**src/rtl/seg7_scan_if.sv**
```systemverilog
// Bundle between the display data source and the 8-digit 7-segment scanner.
// Signal names keep the scanner's _i/_o port naming.
interface seg7_scan_if;
  logic        scan_clk_i;
  logic [31:0] data_i;
  logic [7:0]  dp_i;
  logic [7:0]  en_i;
  logic        load_i;
  logic [7:0]  an_o;
  logic [6:0]  seg_o;
  logic        dp_o;
  logic [2:0]  digit_idx_o;

  modport master (
    output scan_clk_i, data_i, dp_i, en_i, load_i,
    input  an_o, seg_o, dp_o, digit_idx_o
  );

  modport slave (
    input  scan_clk_i, data_i, dp_i, en_i, load_i,
    output an_o, seg_o, dp_o, digit_idx_o
  );
endinterface

```
**src/rtl/seg7_scan_ctrl.sv**
```systemverilog
// 8-digit multiplexed 7-segment scanner with anti-ghost blanking
// and frame-synchronous (tear-free) shadow commit.
module seg7_scan_ctrl #(
  parameter int unsigned BLANK_CYC = 4
) (
  input  logic       clk_i,
  input  logic       rst_i,
  seg7_scan_if.slave bus
);

  typedef enum logic {
    BLANK = 1'b0,
    DRIVE = 1'b1
  } state_e;

  localparam logic [7:0] BCNT_INIT = 8'(BLANK_CYC - 1);

  function automatic logic [6:0] hex7(input logic [3:0] n);
    logic [6:0] p;
    unique case (n)
      4'h0: p = 7'h3F;
      4'h1: p = 7'h06;
      4'h2: p = 7'h5B;
      4'h3: p = 7'h4F;
      4'h4: p = 7'h66;
      4'h5: p = 7'h6D;
      4'h6: p = 7'h7D;
      4'h7: p = 7'h07;
      4'h8: p = 7'h7F;
      4'h9: p = 7'h6F;
      4'hA: p = 7'h77;
      4'hB: p = 7'h7C;
      4'hC: p = 7'h39;
      4'hD: p = 7'h5E;
      4'hE: p = 7'h79;
      4'hF: p = 7'h71;
    endcase
    return p;
  endfunction

  logic [2:0]  s_q;
  state_e      state_q, state_d;
  logic [7:0]  bcnt_q, bcnt_d;
  logic [2:0]  idx_q, idx_d;
  logic [31:0] sh_data_q, act_data_q;
  logic [7:0]  sh_dp_q, act_dp_q;
  logic [7:0]  sh_en_q, act_en_q;
  logic        pend_q;
  logic [7:0]  an_q, an_d;
  logic [6:0]  seg_q, seg_d;
  logic        dpo_q, dpo_d;
  logic [2:0]  didx_q;
  logic        step;
  logic        wrap;
  logic [3:0]  nib;

  assign step = s_q[1] & ~s_q[2];
  assign wrap = step & (idx_q == 3'd7);
  assign nib  = act_data_q[{idx_q, 2'b00} +: 4];

  always_ff @(posedge clk_i or negedge rst_i) begin
    if (!rst_i) begin
      s_q     <= '0;
      state_q <= BLANK;
      bcnt_q  <= BCNT_INIT;
      idx_q   <= '0;
    end else begin
      s_q     <= {s_q[1:0], bus.scan_clk_i};
      state_q <= state_d;
      bcnt_q  <= bcnt_d;
      idx_q   <= idx_d;
    end
  end

  // A step always wins, so a step inside BLANK restarts the interval
  always_comb begin
    state_d = state_q;
    bcnt_d  = bcnt_q;
    idx_d   = idx_q;
    if (step) begin
      idx_d   = idx_q + 3'd1;
      state_d = BLANK;
      bcnt_d  = BCNT_INIT;
    end else if (state_q == BLANK) begin
      if (bcnt_q == 8'd0) state_d = DRIVE;
      else                bcnt_d  = bcnt_q - 8'd1;
    end
  end

  always_comb begin
    an_d  = 8'hFF;
    seg_d = 7'h7F;
    dpo_d = 1'b1;
    if (state_q == DRIVE) begin
      an_d  = ~({7'b0, act_en_q[idx_q]} << idx_q);
      seg_d = ~hex7(nib);
      dpo_d = ~(act_en_q[idx_q] & act_dp_q[idx_q]);
    end
  end

  always_ff @(posedge clk_i or negedge rst_i) begin
    if (!rst_i) begin
      an_q   <= 8'hFF;
      seg_q  <= 7'h7F;
      dpo_q  <= 1'b1;
      didx_q <= '0;
    end else begin
      an_q   <= an_d;
      seg_q  <= seg_d;
      dpo_q  <= dpo_d;
      didx_q <= idx_q;
    end
  end

  // Commit reads the old shadow, so a load on the wrap cycle waits a frame
  always_ff @(posedge clk_i or negedge rst_i) begin
    if (!rst_i) begin
      sh_data_q  <= '0;
      sh_dp_q    <= '0;
      sh_en_q    <= '0;
      pend_q     <= 1'b0;
      act_data_q <= '0;
      act_dp_q   <= '0;
      act_en_q   <= '0;
    end else begin
      if (bus.load_i) begin
        sh_data_q <= bus.data_i;
        sh_dp_q   <= bus.dp_i;
        sh_en_q   <= bus.en_i;
      end
      if (wrap && pend_q) begin
        act_data_q <= sh_data_q;
        act_dp_q   <= sh_dp_q;
        act_en_q   <= sh_en_q;
      end
      if (bus.load_i)  pend_q <= 1'b1;
      else if (wrap)   pend_q <= 1'b0;
    end
  end

  assign bus.an_o        = an_q;
  assign bus.seg_o       = seg_q;
  assign bus.dp_o        = dpo_q;
  assign bus.digit_idx_o = didx_q;

endmodule

```
**src/flat_wrapper.sv**
```systemverilog
// flat-port wrapper written by rule: the top's interface ports become plain ports
module seg7_scan_ctrl_flat 
#(
  parameter int unsigned BLANK_CYC = 4
)
  (clk_i, rst_i, bus_scan_clk_i, bus_data_i, bus_dp_i, bus_en_i, bus_load_i, bus_an_o, bus_seg_o, bus_dp_o, bus_digit_idx_o);
  seg7_scan_if bus_i ();
  input  logic clk_i;
  input  logic rst_i;
  input wire logic [$bits(bus_i.scan_clk_i)-1:0] bus_scan_clk_i;
  input wire logic [$bits(bus_i.data_i)-1:0] bus_data_i;
  input wire logic [$bits(bus_i.dp_i)-1:0] bus_dp_i;
  input wire logic [$bits(bus_i.en_i)-1:0] bus_en_i;
  input wire logic [$bits(bus_i.load_i)-1:0] bus_load_i;
  output wire logic [$bits(bus_i.an_o)-1:0] bus_an_o;
  output wire logic [$bits(bus_i.seg_o)-1:0] bus_seg_o;
  output wire logic [$bits(bus_i.dp_o)-1:0] bus_dp_o;
  output wire logic [$bits(bus_i.digit_idx_o)-1:0] bus_digit_idx_o;
  assign bus_i.scan_clk_i = bus_scan_clk_i;
  assign bus_i.data_i = bus_data_i;
  assign bus_i.dp_i = bus_dp_i;
  assign bus_i.en_i = bus_en_i;
  assign bus_i.load_i = bus_load_i;
  assign bus_an_o = bus_i.an_o;
  assign bus_seg_o = bus_i.seg_o;
  assign bus_dp_o = bus_i.dp_o;
  assign bus_digit_idx_o = bus_i.digit_idx_o;
  seg7_scan_ctrl #(.BLANK_CYC(BLANK_CYC)) u_core (.clk_i(clk_i), .rst_i(rst_i), .bus(bus_i));
endmodule
```
**config.mk**
```make
export PLATFORM = sky130hd
export DESIGN_NAME = seg7_scan_ctrl_flat
export DESIGN_NICKNAME = d
export VERILOG_FILES = /design/src/rtl/seg7_scan_if.sv /design/src/rtl/seg7_scan_ctrl.sv /design/src/flat_wrapper.sv
export SDC_FILE = /design/constraint.sdc
export NUM_CORES = 1
export LEC_CHECK = 0
export ABC_AREA = 0
export ABC_CLOCK_PERIOD_IN_PS = 6400
export CAP_MARGIN = 15
export CORE_MARGIN = 3
export CORE_UTILIZATION = 59
export DETAILED_ROUTE_END_ITERATION = 8
export GPL_TIMING_DRIVEN = 0
export PLACE_DENSITY = 0.85
export SLEW_MARGIN = 20
export SYNTH_ARGS = -nofsm -noshare
export SYNTH_HDL_FRONTEND = slang
export SYNTH_SLANG_ARGS = --single-unit
export TNS_END_PERCENT = 100
```
**constraint.sdc**
```tcl
create_clock -name clk_i -period 6.4 [get_ports clk_i]
set_clock_uncertainty 0.05 [all_clocks]
set_input_delay 1.28 -clock clk_i [delete_from_list [all_inputs] [get_ports clk_i]]
set_output_delay 1.28 -clock clk_i [all_outputs]
set_load 0.01 [all_outputs]
```
# Word-level counts from Yosys, hierarchy flattened
# Memory sizes are Yosys's and may differ from the RTL's.
# Index checks and enable logic that the tools add are counted.
# op_classes
n_lt_le_gt_ge	1
eq_ne	3
reduce_logical	4
mux	16
shifts	2
n_bitwise	7
addsub	2
# op_table
op	n
$mux W8	4
$shiftx A32 B6 Y4	1
$mux W7	2
$logic_not A8 Y1	1
$mux W1	8
$not A8 Y8	1
$shl A1 B3 Y8	1
$sub A8 B1 Y8 const B	1
$not A7 Y7	1
$bmux W1 S3	2
$lt A3 B4 Y1 const B	1
$add A3 B1 Y3 const B	1
$and A1 B1 Y1	3
$eq A3 B3 Y1 const B	1
$ne A2 B1 Y1 const B	1
$ne A2 B2 Y1 const B	1
$not A1 Y1	2
$reduce_and A2 Y1	1
$reduce_bool A2 Y1	1
$logic_and A1 B1 Y1	1
# totals
regBits	131
output_inout_bits	19
in_bits	52
rom_bits	112
wordCells	51
mem_count	1
# memory_table
name	words	word_bits	read_ports	rd_clocked_by_memory_dff	write_ports	line_no	text
(no name shown)	16	7	1	0	0	seg7_scan_ctrl.sv:20	unique case (n)

# Logic depth before layout (Yosys ltp)
# depth
ltp_word	5
ltp_mapped	9
depth_no_buf	8

# Worst setup path before layout
# Ideal clock, no wire load.
# synth_timing
path_type	in2reg
startpoint	in bus_load_i
endpoint	reg u_core.sh_data_q[26]
path_buffers	2
path_slack_ns	3.903
setup_time_ns	0.125
required_ns	6.225
arrival_time_ns	2.322
path_stages	3
cell_sequence	buf_1 buf_1 mux2_2
# synth_rtl
item	line_no	text
from (decl)	flat_wrapper.sv:14	input wire logic [$bits(bus_i.load_i)-1:0] bus_load_i;
to (signal assigned)	seg7_scan_ctrl.sv:127	sh_data_q <= bus.data_i;
to (decl)	seg7_scan_ctrl.sv:45	logic [31:0] sh_data_q, act_data_q;
# No word-level cell between the ends.

# Worst setup path in the final report
# layout_timing
startpoint	reg u_core.an_q[1] (netlist: u_core.bus.an_o[1])
endpoint	out bus_an_o[1]
# layout_rtl
item	line_no	text
from (decl)	seg7_scan_ctrl.sv:49	logic [7:0] an_q, an_d;
from (signal assigned)	seg7_scan_ctrl.sv:108	an_q <= an_d;
to (decl)	flat_wrapper.sv:15	output wire logic [$bits(bus_i.an_o)-1:0] bus_an_o;
# No word-level cell between the ends.

==> results.md <==
* Result of the run: complete, no violations
* Clk pin slew, worst setup/hold paths at ~60 ps
* Detailed-route DRC error count at 0
* Standard-cell row count at 34
* Data required time of the critical path at 5070 ps
* Hold Path Stages at 0
* Relative slew margins at between 40% and 50%
* Floorplan Core Area at slightly below 0.009 mm2
* Cell count of the worst reg-to-reg path at 9
* Class of the tightest hold or removal check: flip-flop to flip-flop
* Total placed cells including tap cells at between 500 and 600
* Yosys warning count at 0
* Proportion of total power due to net switching at between 30% and 40%
* Arrival time at the worst endpoint at 1570 ps
* Vertical extent of the die at between 100 and 150 um
* CTS root buffer: sky130_fd_sc_hd__clkbuf_8
* Fin crit period at just under 3000 ps
* Total number of vias at ~3,200
* Category of the worst setup path launch point: flip-flop
* Internal at ~2300 uW
* Grt ovf at 0
* CP endpoint kind: output port
* Die ar. at around 0.010 mm2
* Summed instance area of the synthesized netlist at approximately 0.0054 mm2
* Most frequently used flop master after synthesis: sky130_fd_sc_hd__dfrtp_1
* Master of the slowest instance on the critical path: sky130_fd_sc_hd__clkdlybuf4s50_1
* Resize count post-CTS at 0
* Buffer count from post-CTS setup fixing at 0
* Delay of the slowest cell on the worst path at around 530 ps
* Fin cells at 570
* Final Max Tran Viols at 0
* Vias/cell at between 5 and 6
* Top-level port count at 71
* Total detailed-routing wirelength at 11,000 um
* Total track usage at between 20% and 30%
* Ratio of total power to cell area at roughly 480 mW/mm2
* WHS at approximately 300 ps
* Instance count of the mapped netlist at 360
* Final-report setup violation count at 0
* Cell types with the largest area share after synthesis: sky130_fd_sc_hd__dfrtp_1 (52%), sky130_fd_sc_hd__mux2_2 (21%), sky130_fd_sc_hd__dfstp_2 (8.7%)
* Actual slew at the worst max-slew pin at about 800 ps
* Most common cell after layout, fill and taps aside: sky130_fd_sc_hd__dfrtp_1
* Leak Pwr at 0.00305 uW
* Async set or reset register ratio after synthesis at 100%
* Number of flops mapped to enable cells by yosys at 0
* Maximum VDD drop at 0.275 mV
* Unrepaired setup endpoints after global routing: no
* Critical Path Fanout Max at 1
* Via count of the first global-routing pass at about 3,500
* Number of max-cap violations at 0
* Crit path buffers/inverters at 1
* Number of synthesized register bits at about 130
* Post-synthesis to final-layout area growth at 27.2%
* Number of buffers on the longest clock path at 2
* Per-instance average area after synthesis at 15.1 um2
* Pre-antenna DRT Iters at 4
* Number of logic stages on the critical path including buffering at 1
* NetSw at 1040 uW
* Antenna cell count at 0
* IO Port Bufs at roughly 70
* Overall power at between 3000 and 4000 uW
* Number of antenna violations at the first check in global routing at 0
* Power share of the sequential group at between 30 and 40%
* Sequential element share of the synthesized area at between 60% and 70%
* Combinational power share at about a third
* Antenna Violating Nets Remaining at 0
* Number of distinct library cells after synthesis at 37
* Nets in the synthesized netlist at approximately 420
* Horizontal die dimension at ~100 um
* Setup CP Type: flip-flop to output port
* Clock Sinks at around 130
* Timing-limited maximum frequency at between 0.3 and 0.4 GHz
* Final period utilization at about 45%
* Net count, final at 510
* Cells along the critical path: clkdlybuf4s50_1
* TritonCTS buffer count at 17
* Area fraction of the dominant cell type after synthesis at between 50% and 60%
* TritonCTS clock tree: built
* Final hold vios at 0
* Utilization after layout at 78.3%
* Number of DRC markers after the initial detailed-route iteration at between 100 and 150
* Cell family with the largest share of critical-path delay: buffers and inverters
* Highest-count cells in the layout ignoring fill and taps: sky130_fd_sc_hd__dfrtp_1 (113), sky130_fd_sc_hd__mux2_2 (100), sky130_fd_sc_hd__clkdlybuf4s50_1 (68)
* Later-pin clock latency in the skew report at 520 ps
* Share of cells above drive strength 1 at a little over a third
* Half-perimeter wire length of the detailed placement result at just over 7000 um
* Routed length per instance at a little under 20 um
* Initial cell density of the core at between 60% and 70%
* Hold Buf Count CTS at 0
* Pin count of the biggest net entering global routing at 69
* Last weighted congestion value of the routability-driven placer at around 0.76
* Clk network pwr share at between 30% and 40%
* Cell accounting for the most synthesized area: sky130_fd_sc_hd__dfrtp_1
* Wire length of the first global-routing pass at about 18,000 um
* H-tree depth at 4
==> power groups by stage <==
stage          combinational (uW)  clock [uW]  sequential, uW
2_1_floorplan                 790           0            1180
3_5_place_dp                 1060           0            1220
4_1_cts                      1100        1040            1220
6_report                     1090        1020            1220
5_1_grt                      1190        1080            1240
3_3_place_gp                 1000           0            1210
==> cells by family (layout without fill, tap and decap cells) <==
group,after synthesis,count (layout),share of synthesized area [%]
xor gates and xnor gates,8,8,1.29
AOI/OAI and AO/OA,14,14,1.77
adders and majority gates,9,9,2.07
DFF,131,131,60.6
buffers and inverters,25,127,2.14
and+or+nand+nor,51,51,4.44
muxes,122,122,27.7
==> through the flow <==
| step | TNS (ps) | cell area, um2 | setup WS [ps] |
|---|---|---|---|
| 2_1_floorplan | 0 | 5440 | 3900 |
| 3_3_place_gp | -91060 | 6270 | -810 |
| 3_5_place_dp | 0 | 6300 | 3570 |
| 4_1_cts | 0 | 6930 | 3470 |
| 5_1_grt | 0 | 6930 | 3450 |
| 6_report | 0 | 6930 | 3500 |
==> final cells by class <==
| cell class | count | area [um2] |
|---|---|---|
| Fill cell | 498 | 1920 |
| Tap cell | 108 | 135 |
| Sequential cell | 131 | 3300 |
| Clock inverter | 14 | 209 |
| Timing Repair Buffer | 70 | 719 |
| Multi-Input combinational cell | 204 | 2030 |
| Inverter | 6 | 22.5 |
| Clock buffer | 18 | 418 |
| Buffer | 19 | 93.8 |
==> cell usage after synthesis (2+ instances only) <==
library cell,instances
sky130_fd_sc_hd__dfrtp_1,113
sky130_fd_sc_hd__mux2_2,100
sky130_fd_sc_hd__dfstp_2,18
sky130_fd_sc_hd__nor2_1,16
sky130_fd_sc_hd__nand2_1,14
sky130_fd_sc_hd__mux2i_1,11
sky130_fd_sc_hd__ha_1,9
sky130_fd_sc_hd__buf_1,7
sky130_fd_sc_hd__nand3_1,7
sky130_fd_sc_hd__clkbuf_1,6
sky130_fd_sc_hd__inv_1,6
sky130_fd_sc_hd__mux4_1,6
sky130_fd_sc_hd__mux4_2,5
sky130_fd_sc_hd__xor2_1,5
sky130_fd_sc_hd__o211ai_1,4
sky130_fd_sc_hd__buf_2,3
sky130_fd_sc_hd__nand2b_1,3
sky130_fd_sc_hd__nor2b_1,3
sky130_fd_sc_hd__xnor2_1,3
sky130_fd_sc_hd__a21oi_1,2
sky130_fd_sc_hd__buf_6,2
sky130_fd_sc_hd__o221ai_1,2
==> sequential cells by signal, indices dropped and copies added (netlist names), 3 cells and up <==
register and cells:
u_core.bus.an_o 8, u_core.bus.digit_idx_o 3, u_core.sh_dp_q 8, u_core.s_q 3, u_core.sh_data_q 32, u_core.bus.seg_o 7, u_core.bcnt_q 8, u_core.act_data_q 32
u_core.idx_q 3, u_core.act_dp_q 8, u_core.sh_en_q 8, u_core.act_en_q 8
==> per-layer routing <==
metal	track usage, %	vias to the layer above	share of wire, %
met1	28.6	1633	41
met5	0	-	0
met4	11.6	0	3.0
met3	4.51	31	3.3
li1	-	1458	-
met2	39.2	94	52
==> path summary, 6_finish.rpt <==
check                                            to                from  slack [ps]
min in group asynchronous          u_core.bcnt_q[2]               rst_i         690
worst min-delay path                  u_core.s_q[1]       u_core.s_q[0]         300
worst min register to register        u_core.s_q[1]       u_core.s_q[0]         300
worst max-delay path                    bus_an_o[1]  u_core.bus.an_o[1]        3500
worst max register to register  u_core.bus.seg_o[3]     u_core.idx_q[2]        3690
max in group asynchronous           u_core.bus.dp_o               rst_i        4870
Note: power is estimated with default switching activity, not from simulation.
